--- config.mk ---
export PLATFORM = sky130hd
export DESIGN_NAME = pipe_ctrl
export DESIGN_NICKNAME = d
export VERILOG_FILES = /design/src/rtl/pipe_ctrl_pkg.sv /design/src/rtl/sat_counter.sv /design/src/rtl/pipe_ctrl.sv
export SDC_FILE = /design/constraint.sdc
export NUM_CORES = 1
export LEC_CHECK = 0
export BUFFER_PORTS_ARGS = -buffer_cell sky130_fd_sc_hd__buf_2
export CAP_MARGIN = 20
export CELL_PAD_IN_SITES_DETAIL_PLACEMENT = 1
export CELL_PAD_IN_SITES_GLOBAL_PLACEMENT = 1
export CORE_ASPECT_RATIO = 1.5
export CORE_MARGIN = 2
export CORE_UTILIZATION = 24
export DETAILED_ROUTE_END_ITERATION = 10
export HOLD_SLACK_MARGIN = 0.05
export PLACE_DENSITY = 0.85
export SETUP_SLACK_MARGIN = 0.1
export SYNTH_ARGS = -nofsm -noshare
export SYNTH_HDL_FRONTEND = slang
export SYNTH_SLANG_ARGS = --single-unit
--- constraint.sdc ---
create_clock -name clk -period 2.5 [get_ports clk]
set_input_delay 0.125 -clock clk [delete_from_list [all_inputs] [get_ports clk]]
set_output_delay 0.125 -clock clk [all_outputs]
set_load 0.02 [all_outputs]
--- src/rtl/pipe_ctrl_pkg.sv ---
// Shared types and defaults for the pipeline stall/flush controller.
package pipe_ctrl_pkg;

    typedef enum logic {
        PH_FIRST  = 1'b0,
        PH_SECOND = 1'b1
    } ind_phase_t;

    localparam int CNT_W_DEF = 16;

endpackage

--- src/rtl/sat_counter.sv ---
// Saturating up-counter; holds at all-ones and clears only on reset.
module sat_counter #(
    parameter int W = 16
) (
    input  logic         clk,
    input  logic         reset,
    input  logic         inc,
    output logic [W-1:0] count
);

    always_ff @(posedge clk or posedge reset) begin
        if (reset)
            count <= '0;
        else if (inc && (count != {W{1'b1}}))
            count <= count + 1'b1;
    end

endmodule

--- src/rtl/pipe_ctrl.sv ---
// LC-3 pipeline stall/flush controller: memory handshakes, load-use bubbles,
// branch flushes and LDI/STI two-access sequencing. PIPE_PERF_EN adds counters.
module pipe_ctrl
    import pipe_ctrl_pkg::*;
#(
    parameter int CNT_W = CNT_W_DEF
) (
    input  logic             clk,
    input  logic             reset,
    input  logic             imem_resp,
    input  logic             dmem_req,
    input  logic             mem_indirect,
    input  logic             dmem_resp,
    input  logic             load_use,
    input  logic             branch_taken,
    output logic             imem_read,
    output logic             dmem_en,
    output logic             ind_phase,
    output logic             pc_load,
    output logic             if_id_load,
    output logic             id_ex_load,
    output logic             ex_mem_load,
    output logic             mem_wb_load,
    output logic             if_id_clear,
    output logic             id_ex_clear,
    output logic             ex_mem_clear,
    output logic             mem_wb_clear,
    output logic [CNT_W-1:0] stall_count,
    output logic [CNT_W-1:0] flush_count
);

    ind_phase_t ind_q, ind_d;
    logic       imem_done_q, imem_done_d;
    logic       dmem_done_q, dmem_done_d;
    logic       imem_ok, dmem_final, dmem_ok, advance;

    assign imem_ok    = imem_resp | imem_done_q;
    assign dmem_final = dmem_resp & (~mem_indirect | (ind_q == PH_SECOND));
    assign dmem_ok    = ~dmem_req | dmem_final | dmem_done_q;
    assign advance    = imem_ok & dmem_ok;

    always_ff @(posedge clk or posedge reset) begin
        if (reset) begin
            ind_q       <= PH_FIRST;
            imem_done_q <= 1'b0;
            dmem_done_q <= 1'b0;
        end else begin
            ind_q       <= ind_d;
            imem_done_q <= imem_done_d;
            dmem_done_q <= dmem_done_d;
        end
    end

    always_comb begin
        ind_d        = ind_q;
        imem_done_d  = imem_done_q;
        dmem_done_d  = dmem_done_q;
        imem_read    = 1'b0;
        dmem_en      = 1'b0;
        ind_phase    = 1'b0;
        pc_load      = 1'b0;
        if_id_load   = 1'b0;
        id_ex_load   = 1'b0;
        ex_mem_load  = 1'b0;
        mem_wb_load  = 1'b0;
        if_id_clear  = 1'b0;
        id_ex_clear  = 1'b0;
        ex_mem_clear = 1'b0;
        mem_wb_clear = 1'b0;
        if (reset) begin
            if_id_clear  = 1'b1;
            id_ex_clear  = 1'b1;
            ex_mem_clear = 1'b1;
            mem_wb_clear = 1'b1;
        end else begin
            imem_read = ~imem_done_q;
            dmem_en   = dmem_req & ~dmem_done_q;
            ind_phase = (ind_q == PH_SECOND);
            if (!advance) begin
                // Frozen: latch whichever responses arrived so they are not re-requested.
                imem_done_d = imem_done_q | imem_resp;
                dmem_done_d = dmem_done_q | dmem_final;
                if (dmem_resp && mem_indirect && ind_q == PH_FIRST)
                    ind_d = PH_SECOND;
            end else begin
                ind_d       = PH_FIRST;
                imem_done_d = 1'b0;
                dmem_done_d = 1'b0;
                if (branch_taken) begin
                    {pc_load, if_id_load, id_ex_load, ex_mem_load, mem_wb_load} = 5'b11111;
                    {if_id_clear, id_ex_clear, ex_mem_clear} = 3'b111;
                end else if (load_use) begin
                    // Hold PC and IF/ID, bubble into ID/EX.
                    {id_ex_load, ex_mem_load, mem_wb_load} = 3'b111;
                    id_ex_clear = 1'b1;
                end else begin
                    {pc_load, if_id_load, id_ex_load, ex_mem_load, mem_wb_load} = 5'b11111;
                end
            end
        end
    end

`ifdef PIPE_PERF_EN
    logic stall_inc, flush_inc;
    assign stall_inc = ~advance | (load_use & ~branch_taken);
    assign flush_inc = advance & branch_taken;

    sat_counter #(.W(CNT_W)) u_stall_cnt (
        .clk(clk), .reset(reset), .inc(stall_inc), .count(stall_count)
    );
    sat_counter #(.W(CNT_W)) u_flush_cnt (
        .clk(clk), .reset(reset), .inc(flush_inc), .count(flush_count)
    );
`else
    assign stall_count = '0;
    assign flush_count = '0;
`endif

endmodule

==> run metrics <==
outcome finished, final reports clean; Setup Buffers After CTS 0; Synth top cells by count buf_4, nor2_1, dfrtp_1; top cell family by delay on the critical path buffers and inverters; Post-synth ARST share 1.000; synthesized flop and latch total 3; total power 281.4 uW; DRT Pass-1 Iters 3; slowest stage delay, CP around 0.52 ns; IR drop worst, VDD 199.8 uV; most frequent cell after synthesis buf_4; clk_skew 0.006315 ns; Max-cap violations 0; Pwr Density 548.6 mW/mm2; worst-case clock buffer depth 2; GRT Residual Overflow 0; Pleak 0.0002995 uW; Post-Syn Instances 62; Area growth syn-to-layout -1.914%; # setup viols final 0; DRT antenna net count 0; share of layout cells above drive strength 1 0.3418; Final nets between 80 and 90; row count 20; Detailed Place HPWL 811.9 um; initial antenna violation count 0; initial core utilization 0.2549; CP endpoint kind primary output; Post-synth EDFFs 0; CP Data Required Time 2.38 ns; Worst setup SP type input pin; crit path max fanout 10; clk_lat worst skew between 0.2 and 0.25 ns; GRT Overall Usage 0.08113; final worst path period share 0.6084; Fin Setup TNS 0 ns; Avg Synthesized Cell Area 8.436 um2; hold crit path type input pin to flip-flop; Arr. time, crit path 1.40 ns; Synth Cell Area between 500 and 600 um2; Reg clk slew, reported paths approximately 0.04 ns; Hold Buf Count CTS 1; core area about 0.0021 mm2; CTS H-tree depth 1; post-cts sizing count 0; critical path class input pin to primary output; slowest stage cell, crit path dlygate4sd3_1; Final Max Slew Viols 0; count of unique library cells instantiated by Yosys 20; vias in the first global route 311; final hold violation count 0; # fillers 273; I/O Buffers 19; total CTS buffers 3; Root Driver clkbuf_4; DRC Markers 0; RSZ-0062 raised after global routing no; ant diodes 0; crit-path cells dlygate4sd3_1 > buf_2 > nor3_1 > buf_2; Routed Wire Length 995 um; vias per cell 3.584; vias post-DR ~360; largest cells by area after synthesis buf_4, dfrtp_1, a2111oi_4; full die area 0.002576 mm2; pin count of the biggest net entering global routing 11; Reg2Reg Setup Slack 1.46 ns; area leader, netlist buf_4; sequential fraction of the synthesis area 0.1435; TritonCTS Sinks 3; gpl congestion 0.8000; Primary FF master, synth dfrtp_1; total of warnings raised by yosys 0; Buf+Inv Stages, Crit Path 3; die height roughly 61 um; share of the synthesized area in the top cell type 0.5455; Die Wd around 42 um; First DRT Iteration DRCs 2; first-pass GRT wire length 1.504 mm; average wire per standard cell about 9.9 um; post-route minimum period 1.521 ns; Crit path top cell by count buf_2; I/O Pins 52; Max Fclk 657.5 MHz; TritonCTS clock tree built
final cells by class:
cell class | count | area [um2] | area share
timing repair buffer | 20 | 105.1 | 0.2049
multi-input combinational | 50 | 271.5 | 0.5293
sequential | 3 | 75.07 | 0.1463
inverter | 2 | 7.507 | 0.01463
clock buffer | 4 | 26.28 | 0.05122
tap | 22 | 27.53 | 0.05366
metal layers:
| metal | GRT usage | up-vias | share of wire |
|---|---|---|---|
| li1 | - | 164 | - |
| met1 | 0.08156 | 161 | 0.33 |
| met2 | 0.1384 | 37 | 0.50 |
| met3 | 0.05279 | 0 | 0.16 |
| met4 | 0.02679 | 0 | 0 |
| met5 | 0 | - | 0 |
state kept, by name, summed over array words and instances, names as in the netlist:
signal / count
dmem_done_q: 1
imem_done_q: 1
ind_q: 1
cell families after synthesis:
| logic type | count (synthesis) | share of synthesized area |
|---|---|---|
| simple gates | 10 | 0.1220 |
| other cells | 1 | 0.007170 |
| buf+inv | 40 | 0.5598 |
| compound gates | 8 | 0.1675 |
| flops | 3 | 0.1435 |
worst register-to-register path, stage by stage, from the launching register on:
cell and delay (ns):
dfrtp_1 0.39, nand2b_4 0.16, a21oi_4 0.25, o32a_1 0.18
per-stage QoR:
| step | hold slack (ns) | setup WS, ns | instance area [um2] | utilization | std cells |
|---|---|---|---|---|---|
| floorplan | 0.04133 | 0.9625 | 639.4 | - | 93 |
| finish | 0.2086 | 0.9791 | 513.0 | 0.2500 | 101 |
| CTS | 0.2081 | 0.9640 | 513.0 | 0.2500 | 101 |
| global placement | 0.09339 | 1.301 | 476.7 | 0.2323 | 96 |
| detailed placement | 0.1142 | 1.266 | 476.7 | 0.2323 | 96 |
| global route | 0.2261 | 0.8721 | 513.0 | 0.2500 | 101 |
final timing paths:
kind,cells past startpoint,end,start
worst max-delay path,4,mem_wb_load,reset
min in group asynchronous,3,ind_q$_DFFE_PP0P_,reset
worst min register to register,2,dmem_done_q$_DFFE_PP0N_,dmem_done_q$_DFFE_PP0N_
max in group asynchronous,3,dmem_done_q$_DFFE_PP0N_,reset
worst min-delay path,3,dmem_done_q$_DFFE_PP0N_,dmem_resp
worst max register to register,3,ind_q$_DFFE_PP0P_,ind_q$_DFFE_PP0P_
placed cells by master (no fill, tap or decap):
master         synthesis  layout
inv_1                  1       1
nor3_1                 1       1
nor2_1                 4       4
a21oi_4                1       1
and3_1                 1       1
o22ai_1                1       1
nor2_4                 1       1
nand2b_4               1       1
dfrtp_1                3       3
buf_2                  0      19
clkbuf_4               0       3
a22o_1                 1       1
a2111oi_4              1       1
nand2b_1               1       1
dlygate4sd3_1          0       1
o21ai_0                1       1
nor2b_1                1       1
inv_2                  1       1
clkbuf_1               0       1
o31ai_1                1       1
o32a_1                 1       1
conb_1                 1      32
a31oi_1                1       1
power by group:
group | total [uW] | internal [uW] | switching (uW)
logic | 131 | 34.6 | 96.4
clock network | 88.4 | 60.0 | 28.4
registers | 62.0 | 55.6 | 6.44
total | 281 | 150 | 131
No activity file was read; power rests on OpenSTA's default activity.
